<file path="config.mk">
export PLATFORM = sky130hd
export DESIGN_NAME = rnd_harvester
export DESIGN_NICKNAME = d
export VERILOG_FILES = /design/src/rtl/rnd_harvester.sv
export SDC_FILE = /design/constraint.sdc
export NUM_CORES = 1
export LEC_CHECK = 0
export CAP_MARGIN = 10
export CORE_AREA = 2 2 75 48
export DETAILED_ROUTE_END_ITERATION = 6
export DIE_AREA = 0 0 77 50
export PLACE_DENSITY_LB_ADDON = 0.05
export SLEW_MARGIN = 20
export SYNTH_ARGS = -nofsm -noshare
export SYNTH_HDL_FRONTEND = slang
export SYNTH_SLANG_ARGS = --single-unit
</file>
<file path="constraint.sdc">
create_clock -name clk -period 3.9 [get_ports clk]
set_input_delay 0.78 -clock clk [delete_from_list [all_inputs] [get_ports clk]]
set_output_delay 0.78 -clock clk [all_outputs]
set_load 0.1 [all_outputs]
</file>
<file path="src/rtl/rnd_harvester.sv">
// rnd_harvester: drives a latch-based random generator through
// excite/settle/sample rounds and packs the sampled bits LSB-first into bytes.
// Completed bytes are queued in a 2-entry FIFO with a valid/ready output.
// Optional feature: define RND_HARVESTER_VN_EN to enable von Neumann
// debiasing (sample pairs 01 -> 0, 10 -> 1, 00/11 discarded and counted).
// Without the macro every sample is accepted and discard_cnt is tied to 0.
module rnd_harvester #(
  parameter int EXCITE_CYCLES = 2,  // 1..15
  parameter int SETTLE_CYCLES = 3   // 2..15, covers latch settling and sync
) (
  input  logic       clk,
  input  logic       rst,
  input  logic       enable,
  input  logic       raw_in,
  output logic       gen_freeze,
  output logic [7:0] rnd_data,
  output logic       rnd_valid,
  input  logic       rnd_ready,
  output logic [7:0] discard_cnt
);

  typedef enum logic [1:0] {IDLE, EXCITE, SETTLE, SAMPLE} state_t;

  state_t     state, state_next;
  logic [3:0] phase_cnt, phase_cnt_next;

  logic       sync1, sync2;

  logic [7:0] acc;
  logic [2:0] bit_cnt;
  logic       accept;
  logic       accept_bit;

  logic [7:0] fifo_mem0, fifo_mem1;   // fifo_mem0 is always the head
  logic [1:0] fifo_count, count_next;
  logic       push, pop;
  logic [7:0] push_data;

  // Two-flop synchronizer: raw_in is asynchronous to clk.
  // NOTE: sequential state uses non-blocking (<=) so every flop samples
  // pre-edge values; blocking here would collapse the two stages into one.
  always_ff @(posedge clk or posedge rst) begin
    if (rst) begin
      sync1 <= 1'b0;
      sync2 <= 1'b0;
    end else begin
      sync1 <= raw_in;
      sync2 <= sync1;
    end
  end

  // FSM state and per-phase cycle counter register.
  always_ff @(posedge clk or posedge rst) begin
    if (rst) begin
      state     <= IDLE;
      phase_cnt <= '0;
    end else begin
      state     <= state_next;
      phase_cnt <= phase_cnt_next;
    end
  end

  // Next-state logic; the generator is frozen everywhere except EXCITE.
  // NOTE: every output of an always_comb gets a default first, otherwise a
  // path that skips an assignment infers a latch.
  always_comb begin
    state_next     = state;
    phase_cnt_next = phase_cnt;
    gen_freeze     = 1'b1;
    case (state)
      IDLE: begin
        phase_cnt_next = '0;
        if (enable && (fifo_count < 2'd2)) state_next = EXCITE;
      end
      EXCITE: begin
        gen_freeze = 1'b0;
        if (phase_cnt == 4'(EXCITE_CYCLES - 1)) begin
          state_next     = SETTLE;
          phase_cnt_next = '0;
        end else begin
          phase_cnt_next = phase_cnt + 4'd1;
        end
      end
      SETTLE: begin
        if (phase_cnt == 4'(SETTLE_CYCLES - 1)) begin
          state_next     = SAMPLE;
          phase_cnt_next = '0;
        end else begin
          phase_cnt_next = phase_cnt + 4'd1;
        end
      end
      SAMPLE: begin
        // A round is never aborted; the decision to continue is made here,
        // using the FIFO occupancy that will exist after this cycle.
        phase_cnt_next = '0;
        if (enable && (count_next < 2'd2)) state_next = EXCITE;
        else                               state_next = IDLE;
      end
      default: state_next = IDLE;
    endcase
  end

`ifdef RND_HARVESTER_VN_EN
  logic pair_pending;
  logic pair_first;
  logic pair_discard;

  // Von Neumann decision: the second sample of a pair decides accept/discard.
  always_comb begin
    accept       = 1'b0;
    accept_bit   = pair_first;
    pair_discard = 1'b0;
    if (state == SAMPLE && pair_pending) begin
      if (pair_first != sync2) accept       = 1'b1;
      else                     pair_discard = 1'b1;
    end
  end

  // Pair tracking and saturating discard counter.
  always_ff @(posedge clk or posedge rst) begin
    if (rst) begin
      pair_pending <= 1'b0;
      pair_first   <= 1'b0;
      discard_cnt  <= '0;
    end else begin
      if (state == SAMPLE) begin
        if (!pair_pending) begin
          pair_first   <= sync2;
          pair_pending <= 1'b1;
        end else begin
          pair_pending <= 1'b0;
        end
      end
      if (pair_discard && discard_cnt != 8'hFF) discard_cnt <= discard_cnt + 8'd1;
    end
  end
`else
  // Raw mode: every sample is taken as-is.
  always_comb begin
    accept     = (state == SAMPLE);
    accept_bit = sync2;
  end

  assign discard_cnt = 8'h00;
`endif

  // The eighth accepted bit completes a byte and pushes it the same cycle.
  assign push      = accept && (bit_cnt == 3'd7);
  assign push_data = {accept_bit, acc[7:1]};
  assign pop       = rnd_valid && rnd_ready;

  // Bit accumulator: shift right so the first accepted bit ends up in bit 0.
  always_ff @(posedge clk or posedge rst) begin
    if (rst) begin
      acc     <= '0;
      bit_cnt <= '0;
    end else if (accept) begin
      acc     <= push_data;
      bit_cnt <= bit_cnt + 3'd1;   // wraps to 0 on the push
    end
  end

  // FIFO occupancy after this cycle's push/pop.
  always_comb begin
    count_next = fifo_count;
    case ({push, pop})
      2'b10:   count_next = fifo_count + 2'd1;
      2'b01:   count_next = fifo_count - 2'd1;
      default: count_next = fifo_count;
    endcase
  end

  // Two-entry FIFO with the head fixed in fifo_mem0; a pop shifts entry 1 up.
  // NOTE: the storage is reset (not left undefined) because rnd_data is the
  // head register itself and must read 8'h00 while in reset.
  always_ff @(posedge clk or posedge rst) begin
    if (rst) begin
      fifo_mem0  <= '0;
      fifo_mem1  <= '0;
      fifo_count <= '0;
    end else begin
      case ({push, pop})
        2'b10: begin
          if (fifo_count == 2'd0) fifo_mem0 <= push_data;
          else                    fifo_mem1 <= push_data;
        end
        2'b01: fifo_mem0 <= fifo_mem1;
        2'b11: begin
          if (fifo_count == 2'd1) begin
            fifo_mem0 <= push_data;
          end else begin
            fifo_mem0 <= fifo_mem1;
            fifo_mem1 <= push_data;
          end
        end
        default: ;
      endcase
      fifo_count <= count_next;
    end
  end

  assign rnd_valid = (fifo_count != 2'd0);
  assign rnd_data  = fifo_mem0;

endmodule

</file>
==> key figures, run 1 <==
Setup path
  – CP max stage delay: 0.67 ns
  – Crit path max fanout: 8
  – Buffers & Inverters on Critical Path: 2
  – Crit-path slowest cell: o21ai_1
  – Critical Path RT: 4.07 ns
  – Worst endpoint data arrival time: between 3 and 4 ns
  – Cell Chain, Critical Path: clkdlybuf4s50_1 -> nor2b_1 -> inv_1 -> ha_1 -> nor2b_1 -> o21ai_1 -> mux2_2
  – CP startpoint kind: input pin
  – CP Class: in -> reg
  – Delay-heaviest family, CP: compound AO/OA/AOI/OAI gates
  – Most used cell, CP: nor2b_1
  – Crit path capture type: flop
  – R2R Setup Slk: approximately 1.1 ns

Clocking
  – CTS tree: done
  – Post-cts sizing count: 0
  – CTS Hold Bufs: 0
  – Htree depth: 2
  – Clock-pin slew of the registers on the worst-case setup and hold paths: 0.07 ns
  – Clk sinks: 36
  – Root buffer cell: clkbuf_8
  – Setup Fix Bufs, Post-CTS: 0
  – Deepest clock path buffer count: 2
  – Clk_lat worst skew: 0.29 ns
  – Num CTS Buffers: 5

Finish
  – Synthesis-to-finish area growth: 15.51%
  – Share of layout cells above drive strength 1: 0.1667
  – Final net count: 190
  – Final std cells w/o fill: ~220
  – ANT cells: 0

Global routing
  – Gr ovfl total: 0
  – Initial antenna violation count: 0
  – Largest net degree at the start of global routing: 37
  – Vias in the first global route: approximately 1,100
  – First-pass GRT wire length: 5306 um
  – GRT Resource Usage Total: 0.1831

Run status
  – Status: finished, final reports clean

Yosys
  – Mapped Cells: roughly 150
  – Number of synthesized flops with an enable pin: 0
  – Yosys warning total: 0
  – Ys flop type: dfrtp_1
  – Async set-reset flop share out of synthesis: 1.000
  – Avg Cell Area, Syn: ~11 um^2
  – Synth cell types: 29
  – Synth Cell Area: ~1800 um^2
  – Yosys reg bits: 36
  – Register area share after synthesis: 0.5147

Drt
  – Post-DR wirelength/cell: between 10 and 15 um
  – Vias/cell: roughly 5.3
  – DRC viols: 0
  – Initial DRC count: 27
  – Total wire length: between 3000 and 4000 um
  – Drt first pass iters: 4
  – Final ANT Viol Nets: 0
  – Vias post-DR: around 1,200

Floorplanning
  – Initial Utilization: 0.5534
  – Die area: around 3900 um^2
  – Row count: 16
  – Die Ht: roughly 50 um
  – Die W: just under 80 um
  – Ports: 23
  – Core area: around 3200 um^2

Timing
  – Final Hold Fails: 0
  – Slew Viols, Final: 0
  – Fmax: around 0.33 GHz
  – Period utilization: 0.7723
  – Final min period: around 3 ns
  – Setup TNS Final: 0 ns
  – Layout Skew: around 0.0028 ns
  – Final setup vio count: 0
  – Unrepaired setup endpoints after global routing: false
  – Worst slew pin tran: ~0.97 ns
  – Worst slew margin: 0.3497

Placed design
  – Dpl hpwl: 2153 um
  – Final Wtd Congestion: ~0.76
  – Buffers on Ports: 14
  – Inst Count DP: approximately 210

Job
  – Maxcap violations: 0

Worst hold path
  – Min-Delay Path Class: reg -> reg
## cell families (layout without fill, tap and decap cells)
kind of cell	after synthesis	in the layout	share of synthesized area
flip-flops	36	36	0.5147
AND/OR/NAND/NOR	32	32	0.08221
AO/OA/AOI/OAI	30	30	0.1108
multiplexers	20	20	0.1294
buffers and inverters	20	33	0.06005
adder cells (fa/ha/maj)	12	12	0.08577
XOR/XNOR	3	3	0.01501
other	1	8	0.002142
## registers in the layout (all words and copies together) (netlist names)
name	count
bit_cnt	3
accept_bit	1
sync1	1
phase_cnt	4
fifo_mem1	8
fifo_count	2
acc	7
rnd_data	8
state	2
## synthesized netlist by cell type (2+ instances only)
master,instances,area [um^2]
xor2_1,3,26.28
nand2_1,17,63.81
o21ai_0,8,40.04
a22oi_1,8,60.06
mux2i_1,2,20.02
a21oi_1,2,10.01
ha_1,12,150.1
nor2b_1,3,18.77
mux2_2,17,191.4
o21ai_1,4,20.02
dfrtp_1,36,900.9
nor2_1,7,26.28
clkbuf_1,2,7.510
o22ai_1,2,12.51
inv_1,10,37.54
buf_4,8,60.06
## placed cells by master (no fill, tap or decap), types with 3 or more instances in the layout
cell type        synthesis  final
a22oi_1                  8      8
clkbuf_8                 0      5
clkdlybuf4s50_1          0     13
conb_1                   1      8
dfrtp_1                 36     36
ha_1                    12     12
inv_1                   10     10
mux2_2                  17     17
nand2_1                 17     17
nor2_1                   7      7
nor2b_1                  3      3
o21ai_0                  8      8
o21ai_1                  4      4
xor2_1                   3      3
## metrics by stage
step                      utilization  hold WS, ns  cell area, um^2  worst slack (ns)
after CTS                      0.6392       0.3584             2022            0.9352
final                          0.6392       0.3597             2022            0.8882
after global placement         0.6040       0.3362             1911            0.8447
after floorplan                     -       0.3312             1777             1.498
after global routing           0.6392       0.3627             2022            0.7844
after detailed placement       0.6040       0.3426             1911            0.7200
## path summary, 6_finish.rpt
check                                     start                  endpoint  cells past startpoint
hold reg to reg                 sync1$_DFF_PP0_      accept_bit$_DFF_PP0_                      0
min in group asynchronous                   rst    phase_cnt[2]$_DFF_PP0_                      3
setup reg to reg           state[1]$_DFFE_PP0P_  fifo_mem1[3]$_DFFE_PP0P_                      7
hold / removal                  sync1$_DFF_PP0_      accept_bit$_DFF_PP0_                      0
setup / recovery                      rnd_ready  fifo_mem1[3]$_DFFE_PP0P_                      7
max in group asynchronous                   rst      state[0]$_DFFE_PP0P_                      3
## layout make-up
type	instances	area, um^2
fillers	283	1141
multi-input cells	105	770.7
clock buffers	5	68.82
repair buffers	15	145.1
inverters	10	37.54
flip-flops and latches	36	900.9
well taps	45	56.30
clock inverters	3	42.54
## metal layers
| layer | GRT usage | up-vias | part of all wire |
|---|---|---|---|
| met5 | 0 | - | 0 |
| met4 | 0.06845 | 0 | 0.019 |
| met3 | 0.05128 | 9 | 0.042 |
| met2 | 0.2734 | 26 | 0.42 |
| met1 | 0.2559 | 559 | 0.52 |
| li1 | - | 557 | - |
Power of run 1 is left out: the tool's default activity adds up to more than one toggle a clock period on the data nets, which glitch-free logic cannot reach.
==> inputs of run 2 (changes only) <==
CORE_AREA = 2 2 81 52   (was 2 2 75 48)
DIE_AREA = 0 0 83 54   (was 0 0 77 50)
clock period = 2.5 ns   (was 3.9 ns; I/O delays follow)
==> key figures, run 2 (synthesis gave the netlist of run 1 again) <==
Setup path
  – Crit path max fanout: 8 (unchanged)
  – Worst endpoint data arrival time: 2.42 ns (-0.77 ns)
  – Crit path capture type: flop
  – R2R Setup Slk: 0.26 ns (-0.83 ns)
  – CP Class: reg -> reg
  – Worst Reg-to-Reg Cells: 9 (+2)
  – Critical Path RT: 2.67 ns (-1.40 ns)
  – Worst r2r src: fifo_count[0]$_DFFE_PP0P_
  – CP startpoint kind: flop
  – Worst r2r dst: fifo_mem1[5]$_DFFE_PP0P_

Finish
  – Share of layout cells above drive strength 1: 0.2316 (+0.06497)
  – ANT cells: 0 (unchanged)
  – Commonest non-fill, non-tap cell in the layout: dfrtp_1
  – Final net count: 193 (+1.6%)
  – Synthesis-to-finish area growth: 14.80%
  – Final std cells w/o fill: 227 (+3.7%)
  – Commonest cells after routing, fill and taps aside: 36 x dfrtp_1, 17 x nand2_1, 17 x mux2_2

Drt
  – Final ANT Viol Nets: 0 (unchanged)
  – Drt first pass iters: 4 (unchanged)
  – Uppermost routed layer: met4
  – Initial DRC count: 39 (+44%)
  – Post-DR wirelength/cell: 13.42 um (-2.5%)
  – Met2 WL: 1303 um (+3.2%)
  – Routed wl met3: 114 um (-9.5%)
  – Total wire length: 3047 um (+1.1%)
  – DRC viols: 0 (unchanged)
  – Vias/cell: 5.066 (-3.6%)
  – Vias post-DR: 1,150 (-0.087%)
  – Met1 wire length: 1598 um (+1.9%)

Timing
  – Final min period: between 2 and 2.5 ns
  – Final Hold Fails: 0 (unchanged)
  – Unrepaired setup endpoints after global routing: false
  – Fmax: about 0.45 GHz
  – Layout Skew: 0.004311 ns (+0.001471 ns)
  – Period utilization: 0.8975
  – Fin Hold WS: 0.3493 ns (-0.01040 ns)
  – Worst slew pin tran: 0.9537 ns (-0.01880 ns)
  – Slew Viols, Final: 0 (unchanged)
  – Worst slew margin: 0.3642 (+0.01457)
  – Final setup vio count: 0 (unchanged)

Floorplanning
  – Die W: 83 um (+7.8%)
  – Initial Utilization: 0.4545 (-0.09889)
  – Ports: 23 (unchanged)
  – Row count: 18 (+2)
  – Core area: 3851 um^2 (+22%)
  – Die area: 4482 um^2 (+16%)
  – Die Ht: 54 um (+8.0%)

Clocking
  – Htree depth: 2 (unchanged)
  – Clk sinks: 36 (unchanged)
  – CTS tree: done
  – Deepest clock path buffer count: 2 (unchanged)
  – Num CTS Buffers: 5 (unchanged)
  – Clk_lat worst skew: 0.28 ns (about the same)
  – Post-cts sizing count: 0 (unchanged)
  – CTS Hold Bufs: 0 (unchanged)
  – Clock-pin slew of the registers on the worst-case setup and hold paths: 0.07 ns (about the same)
  – Setup Fix Bufs, Post-CTS: 0 (unchanged)
  – Root buffer cell: clkbuf_8

Global routing
  – First-pass GRT wire length: 4836 um (-8.9%)
  – Vias in the first global route: 1,027 (-6.5%)
  – GRT Resource Usage Total: 0.1445 (-0.03858)
  – Gr ovfl total: 0 (unchanged)
  – Initial antenna violation count: 0 (unchanged)
  – Largest net degree at the start of global routing: 37 (unchanged)

Placed design
  – Dpl hpwl: 2195 um (+2.0%)
  – Inst Count DP: 219 (+3.8%)
  – Final Wtd Congestion: 0.7991 (+4.6%)
  – Buffers on Ports: 14 (unchanged)

Worst hold path
  – Min-Delay Path Class: reg -> reg
  – Hold Crit Depth: 0 (unchanged)
  – Hold path startpoint: sync1$_DFF_PP0_
  – WHS Endpoint: accept_bit$_DFF_PP0_

Job
  – Maxcap violations: 0 (unchanged)

Run status
  – Status: finished, final reports clean
## run 2: cell count changes in the layout (fill, tap and decap cells not counted)
cell	change
buf_4	+12
bufinv_16	-1
clkbuf_8	+1
clkdlybuf4s50_1	-9
clkinv_2	+1
clkinvlp_4	-1
## run 2: cell type report
type,instances,area [um^2]
clock buffers,6,82.58
flip-flops and latches,36,900.9
well taps,50,62.56
multi-input cells,105,770.7
clock inverters,2,10.01
repair buffers,18,145.1
fillers,362,1842
inverters,10,37.54
## run 2: critical path: stages (launching register included)
cell and delay [ns]:
dfrtp_1 0.39, inv_1 0.06, ha_1 0.24, nor2b_1 0.28, inv_1 0.11, ha_1 0.22
nor2b_1 0.14, o21ai_1 0.14, buf_4 0.20, mux2_2 0.35
## run 2: per-stage QoR
stage	instance area (um^2)	setup TNS (ns)	util	worst slack (ns)
finish	2009	0	0.5218	0.2563
global route	2009	0	0.5218	0.1216
CTS	2009	0	0.5218	0.2519
detailed placement	1917	-0.04970	0.4977	-0.01862
global placement	1917	0	0.4977	0.1384
floorplan	1777	0	-	0.2527
## run 2: how the worst max path moves through the flow
stage               slack (ns)                       from                        to
floorplan                 0.25  fifo_count[0]$_DFFE_PP0P_  fifo_mem1[0]$_DFFE_PP0P_
global placement          0.14                  rnd_ready  fifo_mem1[3]$_DFFE_PP0P_
detailed placement       -0.02                  rnd_ready  fifo_mem1[5]$_DFFE_PP0P_
CTS                       0.25  fifo_count[0]$_DFFE_PP0P_  fifo_mem1[5]$_DFFE_PP0P_
global route              0.12     bit_cnt[0]$_DFFE_PP0P_   rnd_data[3]$_DFFE_PP0P_
finish                    0.26  fifo_count[0]$_DFFE_PP0P_  fifo_mem1[5]$_DFFE_PP0P_
## run 2: routing by layer
metal  up-vias  GRT usage
met2        23     0.2191
met3         5    0.04601
met1       563     0.1927
met5         -          0
met4         0    0.06557
li1        559          -
Power of run 2 is left out for the same reason.
